$ cat src/rtl/dcm_ctl.sv
// -----------------------------------------------------------------------------
// dcm_ctl -- DCM reset / lock supervisor
//
// Purpose:
//   Sequences a DCM through reset, lock acquisition and a settle period.
//   It raises `ready` only after `locked` has been stable for SETTLE_CYCLES.
//   Lock timeouts and lock losses are counted in a saturating failure counter.
//
//   State encoding, visible on the `state` port:
//     RESET=0, WAIT_LOCK=1, SETTLE=2, RUN=3
//
// Parameters:
//   RST_CYCLES    (3..255)     cycles dcm_rst is held high per reset pulse
//   LOCK_TIMEOUT  (1..65535)   cycles allowed in WAIT_LOCK before a retry
//   SETTLE_CYCLES (1..255)     consecutive locked cycles required before RUN
//
// Optional feature:
//   DCM_CTL_STATUS_EN  When defined, status[1] (CLKIN stopped) or
//                      status[2] (CLKFX stopped) seen in SETTLE or RUN is
//                      treated as a lock loss. When undefined, the status
//                      port is present but has no effect.
//
// Ports:
//   clk       in   free-running reference clock (also the DCM CLKIN)
//   rst       in   synchronous, active-high reset
//   locked    in   DCM LOCKED, already synchronous to clk
//   status    in   [7:0] DCM STATUS bus
//   relock    in   single-cycle request to force a DCM reset sequence
//   dcm_rst   out  registered drive to the DCM RST pin
//   ready     out  high while the DCM outputs are usable (RUN only)
//   state     out  [1:0] current state
//   fail_cnt  out  [7:0] saturating count of timeouts and lock losses
// -----------------------------------------------------------------------------
module dcm_ctl #(
    parameter int unsigned RST_CYCLES    = 3,
    parameter int unsigned LOCK_TIMEOUT  = 65535,
    parameter int unsigned SETTLE_CYCLES = 16
) (
    input  logic       clk,
    input  logic       rst,
    input  logic       locked,
    input  logic [7:0] status,
    input  logic       relock,
    output logic       dcm_rst,
    output logic       ready,
    output logic [1:0] state,
    output logic [7:0] fail_cnt
);

    typedef enum logic [1:0] {
        ST_RESET     = 2'd0,
        ST_WAIT_LOCK = 2'd1,
        ST_SETTLE    = 2'd2,
        ST_RUN       = 2'd3
    } state_e;

    // Terminal counts. Each counter runs from 0, so the last cycle is N-1.
    localparam logic [7:0]  RST_LAST     = 8'(RST_CYCLES - 1);
    localparam logic [15:0] TIMEOUT_LAST = 16'(LOCK_TIMEOUT - 1);
    localparam logic [7:0]  SETTLE_LAST  = 8'(SETTLE_CYCLES - 1);

    state_e      state_q, state_d;
    logic [7:0]  rst_cnt_q, rst_cnt_d;
    logic [15:0] to_cnt_q, to_cnt_d;
    logic [7:0]  settle_cnt_q, settle_cnt_d;
    logic [7:0]  fail_cnt_q, fail_cnt_d;
    logic        dcm_rst_q, dcm_rst_d;
    logic        ready_q, ready_d;
    logic        fail_evt;
    logic        clk_stopped;

`ifdef DCM_CTL_STATUS_EN
    assign clk_stopped = status[1] | status[2];
    // Remaining status bits have no meaning here; this sink has no load.
    logic unused_status;
    assign unused_status = ^{status[7:3], status[0]};
`else
    assign clk_stopped = 1'b0;
    // Status is ignored in this build; this sink has no load.
    logic unused_status;
    assign unused_status = ^status;
`endif

    // -------------------------------------------------------------------------
    // State register: all flops, including the registered outputs.
    // -------------------------------------------------------------------------
    // NOTE: sequential state uses non-blocking assignments only, so every
    // flop samples the pre-edge values regardless of statement order.
    always_ff @(posedge clk) begin
        if (rst) begin
            state_q      <= ST_RESET;
            rst_cnt_q    <= '0;
            to_cnt_q     <= '0;
            settle_cnt_q <= '0;
            fail_cnt_q   <= '0;
            dcm_rst_q    <= 1'b1;
            ready_q      <= 1'b0;
        end else begin
            state_q      <= state_d;
            rst_cnt_q    <= rst_cnt_d;
            to_cnt_q     <= to_cnt_d;
            settle_cnt_q <= settle_cnt_d;
            fail_cnt_q   <= fail_cnt_d;
            dcm_rst_q    <= dcm_rst_d;
            ready_q      <= ready_d;
        end
    end

    // -------------------------------------------------------------------------
    // Next-state and counter logic.
    // -------------------------------------------------------------------------
    // NOTE: every variable gets a default at the top of the block, so no path
    // leaves a value unassigned and no latch is inferred.
    always_comb begin
        state_d      = state_q;
        rst_cnt_d    = rst_cnt_q;
        to_cnt_d     = to_cnt_q;
        settle_cnt_d = settle_cnt_q;
        fail_cnt_d   = fail_cnt_q;
        fail_evt     = 1'b0;

        unique case (state_q)
            // relock is deliberately not examined here.
            ST_RESET: begin
                if (rst_cnt_q == RST_LAST) begin
                    state_d = ST_WAIT_LOCK;
                end else begin
                    rst_cnt_d = rst_cnt_q + 8'd1;
                end
            end

            // A timeout is a failure and outranks a relock on the same cycle.
            ST_WAIT_LOCK: begin
                if (!locked && (to_cnt_q == TIMEOUT_LAST)) begin
                    state_d  = ST_RESET;
                    fail_evt = 1'b1;
                end else if (relock) begin
                    state_d = ST_RESET;
                end else if (locked) begin
                    state_d = ST_SETTLE;
                end else begin
                    to_cnt_d = to_cnt_q + 16'd1;
                end
            end

            // Losing lock while settling is not a failure; just wait again.
            ST_SETTLE: begin
                if (clk_stopped) begin
                    state_d  = ST_RESET;
                    fail_evt = 1'b1;
                end else if (relock) begin
                    state_d = ST_RESET;
                end else if (!locked) begin
                    state_d = ST_WAIT_LOCK;
                end else if (settle_cnt_q == SETTLE_LAST) begin
                    state_d = ST_RUN;
                end else begin
                    settle_cnt_d = settle_cnt_q + 8'd1;
                end
            end

            // A lock loss outranks a coincident relock so that it is counted.
            ST_RUN: begin
                if (!locked || clk_stopped) begin
                    state_d  = ST_RESET;
                    fail_evt = 1'b1;
                end else if (relock) begin
                    state_d = ST_RESET;
                end
            end
        endcase

        // Every counter restarts from zero on entry to any state.
        if (state_d != state_q) begin
            rst_cnt_d    = '0;
            to_cnt_d     = '0;
            settle_cnt_d = '0;
        end

        if (fail_evt && (fail_cnt_q != 8'hFF)) begin
            fail_cnt_d = fail_cnt_q + 8'd1;
        end
    end

    // -------------------------------------------------------------------------
    // Output logic.
    // Outputs are decoded from the next state and then registered. As a
    // result, dcm_rst rises on the same edge that ready falls.
    // -------------------------------------------------------------------------
    always_comb begin
        dcm_rst_d = (state_d == ST_RESET);
        ready_d   = (state_d == ST_RUN);
    end

    assign dcm_rst  = dcm_rst_q;
    assign ready    = ready_q;
    assign state    = state_q;
    assign fail_cnt = fail_cnt_q;

endmodule

$ cat config.mk
export PLATFORM = sky130hd
export DESIGN_NAME = dcm_ctl
export DESIGN_NICKNAME = d
export VERILOG_FILES = /design/src/rtl/dcm_ctl.sv
export SDC_FILE = /design/constraint.sdc
export NUM_CORES = 1
export LEC_CHECK = 0
export BUFFER_PORTS_ARGS = -buffer_cell sky130_fd_sc_hd__buf_2
export CORE_UTILIZATION = 33
export DETAILED_ROUTE_END_ITERATION = 8
export PLACE_DENSITY = 0.57
export SYNTH_ARGS = -nofsm -noshare
export SYNTH_HDL_FRONTEND = slang
export SYNTH_SLANG_ARGS = --single-unit
$ cat constraint.sdc
create_clock -name clk -period 3.1 [get_ports clk]
set_input_delay 0.465 -clock clk [delete_from_list [all_inputs] [get_ports clk]]
set_output_delay 0.465 -clock clk [all_outputs]
set_load 0.01 [all_outputs]
======== Word level (Yosys, flattened, before mapping) ========
Index checks and enable logic that the tools add are counted.
word-level totals
  bits in registers ....................... 44
  bits in latches ......................... 0
  RAM bits ................................ 0
  ROM bits ................................ 0
  output and inout bits ................... 12
  memories kept ........................... 0
cells by class
  add/sub/neg operators ................... 4
  multipliers ............................. 0
  divide/modulo/power cells ............... 0
  $lt $le $gt $ge ......................... 0
  equality and inequality tests ........... 9
  shift-type cells ........................ 0
  mux-type cells .......................... 13
  bitwise logic cells ..................... 5
  reduce and logical (&&, ||, !) cells .... 9
operators by type and width
  cell                   count
  $add 8x1->8 const B    3
  $mux 2                 9
  $add 16x1->16 const B  1
  $eq 16x16->1 const B   1
  $eq 8x2->1 const B     1
  $eq 8x4->1 const B     1
  $ne 8x8->1 const B     1
  $pmux 2 s4             1
  $reduce_and 4->1       2
  $eq 2x2->1 const B     3
  $not 1->1              5
  $logic_not 2->1        2
  $eq 2x1->1 const B     1
  $logic_and 1x1->1      2
  $mux 1                 2
  $ne 2x2->1             1
  $pmux 1 s2             1
  $reduce_and 2->1       1
  $reduce_or 2->1        1
  $logic_not 1->1        1

======== Depth between registers and ports, before layout ========
  word-level depth ........................ 7
  mapped depth ............................ 8

======== Least setup slack after synthesis ========
Ideal clock, no wire load.
  path type ............................... in2reg
  start point ............................. input locked
  end point ............................... register to_cnt_q[3]
  arrival time ............................ 1.749 ns
  setup slack ............................. 1.281 ns
  cell stages on the path ................. 5
  path buffers ............................ 0
  path through ............................ nor4b_1 -> and3_1 -> nand2_1 -> or3_2 -> a21oi_1
on the way
  cells in the longest elaborated chain, start to end .. 6
ends and longest elaborated chain
  item                                         RTL line  text
  start: declaration                           41        input logic locked,
  $mux 2 or $logic_not 1->1 (tied branches)    n/a
  $mux 2 or $logic_and 1x1->1 (tied branches)  137, 134
  $mux 2                                       134       if (!locked && (to_cnt_q == TIMEOUT_LAST)) begin
  $pmux 2 s4                                   122       unique case (state_q)
  $ne 2x2->1                                   174       if (state_d != state_q) begin
  $reduce_or 2->1 (no line)                    n/a
  end signal: assignment                       101       to_cnt_q <= to_cnt_d;
  end: declaration                             64        logic [15:0] to_cnt_q, to_cnt_d;
Several ways; a longest one is shown, not always the timed one.
A chain may end at the register's enable or synchronous reset.

======== Worst setup path after layout ========
  start point ............................. register to_cnt_q[1]
  end point ............................... register settle_cnt_q[1]
on the way
  cells in the longest elaborated chain, start to end .. 6
ends and longest elaborated chain
  item                       RTL line  text
  $eq 16x16->1               134
  $logic_and 1x1->1          134
  $mux 2                     134
  $pmux 2 s4                 122
  $ne 2x2->1                 174
  $reduce_or 2->1 (no line)  n/a
  end signal: assignment     102       settle_cnt_q <= settle_cnt_d;
  end: declaration           65        logic [7:0] settle_cnt_q, settle_cnt_d;
Every way passes these cells.

==> impl_metrics.toml <==
[outcome]
status = "finished, final reports clean"

[critical_path]
worstPathMaxFanout = 12
critPathLaunchType = "flop"
crit_buf_inv = 1
r2r-start = "to_cnt_q[1]$_SDFFE_PP0P_"
cp-end-kind = "flop"
path_depth = 7
crit_family = "compound AO/OA/AOI/OAI gates"
crit_type = "reg2reg"
cp_data_arrival_time_ns = 2.34
crit_start = "to_cnt_q[1]$_SDFFE_PP0P_"
ff2ff_setup_slack_ns = 0.95
worstReg2RegEnd = "settle_cnt_q[1]$_SDFFE_PP0P_"
critical_path.max_stage_delay_ns = 0.40
crit_path_end = "settle_cnt_q[1]$_SDFFE_PP0P_"
reg2regPathDepth = 7
crit_chain = "ha_1, nand3_1, o41a_1, o21ai_0, o21bai_2, buf_4, nor2_1"
crit_required_ns = 3.29
crit_slowest_cell = "dfxtp_1"

[min_path]
hp-start = "rst"
worst_hold_path_type = "in2reg"

[clocking]
clock_sinks = 44
insertion_delay_ns = 0.30
cts_tree = "built"
clk_pin_slew_ns = 0.09
cts_buffer_depth = 2
cts-root-buf = "clkbuf_8"
h-tree-depth = 2
holdBufCountCts = 0
cts_resized = 0
postCtsSetupRepairBufs = 0
numCtsBuffers = 5

[route]
drt-total-wl_um = 3960
vias = 1717
drc = 0
avgViaCountPerCell = 4.99
drt_iter0_drc = 61
ant_nets = 0
drt_pass1_iterations = 4
routedWlPerCell_um = 11.5

[placement]
port_buffers = 15
dp_hpwl_um = 2800
place_congestion = 0.735

[layout]
layout_common_cells = "dfxtp_1 (44), nor2_1 (41), xnor2_1 (15), buf_2 (15), nand2_1 (14)"
nFillCells = 669
nets = 284
final_common_cell = "dfxtp_1"
drive_gt1_frac = 0.124
insertedDiodeCount = 0
syn_to_final_growth_pct = 13.3
final_util = 0.385

[power_and_ir_drop]
peakVddDrop_v = 0.000210
powerDensity_mw_per_mm2 = 531
p_leak_nw = 0.896

[floorplan]
coreArea_mm2 = 0.00631
die_w_um = 82.7
start_util = 0.340
rows = 29
ioPinCount = 24
die_area_mm2 = 0.00683
fp.dieH_um = 82.7

[yosys]
yosys_register_bits = 44
syn_nets = 265
synth_cell_types = 44
synth-edff-count = 0
synth_area_per_cell_um2 = 8.69
synth_top_flop_cell = "dfxtp_1"
yosys_warnings = 0
syn_area_mm2 = 0.00215
syn_inst = 247
yosysSeqAreaShare = 0.410
ys_async_sr_fraction = 0

[global_route]
grt_max_degree = 15
first_global_vias = 1591
grt_pass1_wl_um = 7090
globalRouteTotalUtil = 0.136
grt_overflow = 0
antenna_found_initial = 0

[flow_run]
max_cap_violations = 0

[sta]
slew_viol_final = 0
fin_tns_setup_ns = 0
fin_skew_ns = 0.0114
grt_setup_unrepaired = "false"
slew_headroom = 0.627
fmax_mhz = 464
final.period_utilization = 0.695
period_minus_slack_ns = 2.15
setup_viol = 0
hold_violations = 0
tightest_slew_ns = 0.555
==> through the flow <==
stage	setup slack, ns	power [mW]	instance area [um2]	hold WS [ns]	std cells
floorplan	1.28	0.780	2150	0.480	247
finish	0.947	1.29	2430	0.489	344
CTS	0.923	1.31	2430	0.483	344
global placement	0.957	0.842	2310	0.480	336
detailed placement	0.933	0.847	2310	0.497	336
global route	0.764	1.38	2430	0.483	344
==> how the worst min path moves through the flow <==
stage                                      to  cells past startpoint
global route         fail_cnt[2]$_SDFFE_PP0P_                      2
CTS                  fail_cnt[0]$_SDFFE_PP0P_                      2
global placement     fail_cnt[5]$_SDFFE_PP0P_                      2
detailed placement   fail_cnt[5]$_SDFFE_PP0P_                      2
finish               fail_cnt[1]$_SDFFE_PP0P_                      2
floorplan           rst_cnt_q[7]$_SDFFE_PP0P_                      2
==> logic make-up (layout without fill, tap and decap cells) <==
logic type,after synthesis,after routing,synth area share
compound gates,33,33,0.0956
xor+xnor,25,25,0.102
fa+ha+maj,6,6,0.0350
buf+inv,11,31,0.0245
flops,44,44,0.410
mux,4,4,0.0186
simple gates,124,124,0.314
==> Yosys cell counts, drive strengths merged (6+ instances only) <==
| master | n | area share |
|---|---|---|
| nor3 | 8 | 0.019 |
| nand3 | 13 | 0.030 |
| dfxtp | 44 | 0.41 |
| xor2 | 10 | 0.041 |
| ha | 6 | 0.035 |
| nor2 | 41 | 0.072 |
| xnor2 | 15 | 0.061 |
| nand2 | 14 | 0.024 |
| o21ai | 10 | 0.025 |
| nand4 | 8 | 0.030 |
| or3 | 8 | 0.024 |
| a21oi | 12 | 0.028 |
==> flip-flops by register name (all words and copies together) (netlist names) <==
register	flops
ready	1
state	2
settle_cnt_q	8
rst_cnt_q	8
to_cnt_q	16
dcm_rst	1
fail_cnt	8
==> final cells by class <==
class / instances / area, um2 / area share
clock buffer: 6 / 82.6 / 0.0340
clock inverter: 2 / 38.8 / 0.0159
multi-input combinational: 192 / 1220 / 0.501
timing repair buffer: 18 / 97.6 / 0.0401
inverter: 5 / 18.8 / 0.00772
tap: 77 / 96.3 / 0.0396
sequential: 44 / 881 / 0.362
==> where the power goes <==
group / switching (mW) / internal [mW] / total [mW]
Sequential: 0.0285 / 0.592 / 0.620
Clock: 0.199 / 0.264 / 0.463
Combinational: 0.128 / 0.0816 / 0.210
==> worst reg2reg max path, stage by stage, from the launching register on <==
cell and delay [ns]:
dfxtp_1 0.40, ha_1 0.21, nand3_1 0.15, o41a_1 0.35, o21ai_0 0.30, o21bai_2 0.31
buf_4 0.28, nor2_1 0.07
==> per-layer routing <==
metal | GRT usage | vias up | wire (um)
met3 | 0.0407 | 7 | 126
met4 | 0.0621 | 0 | 68
li1 | - | 915 | -
met1 | 0.172 | 781 | 2030
met2 | 0.212 | 14 | 1730
met5 | 0 | - | 0
No activity file was read; power rests on OpenSTA's default activity.
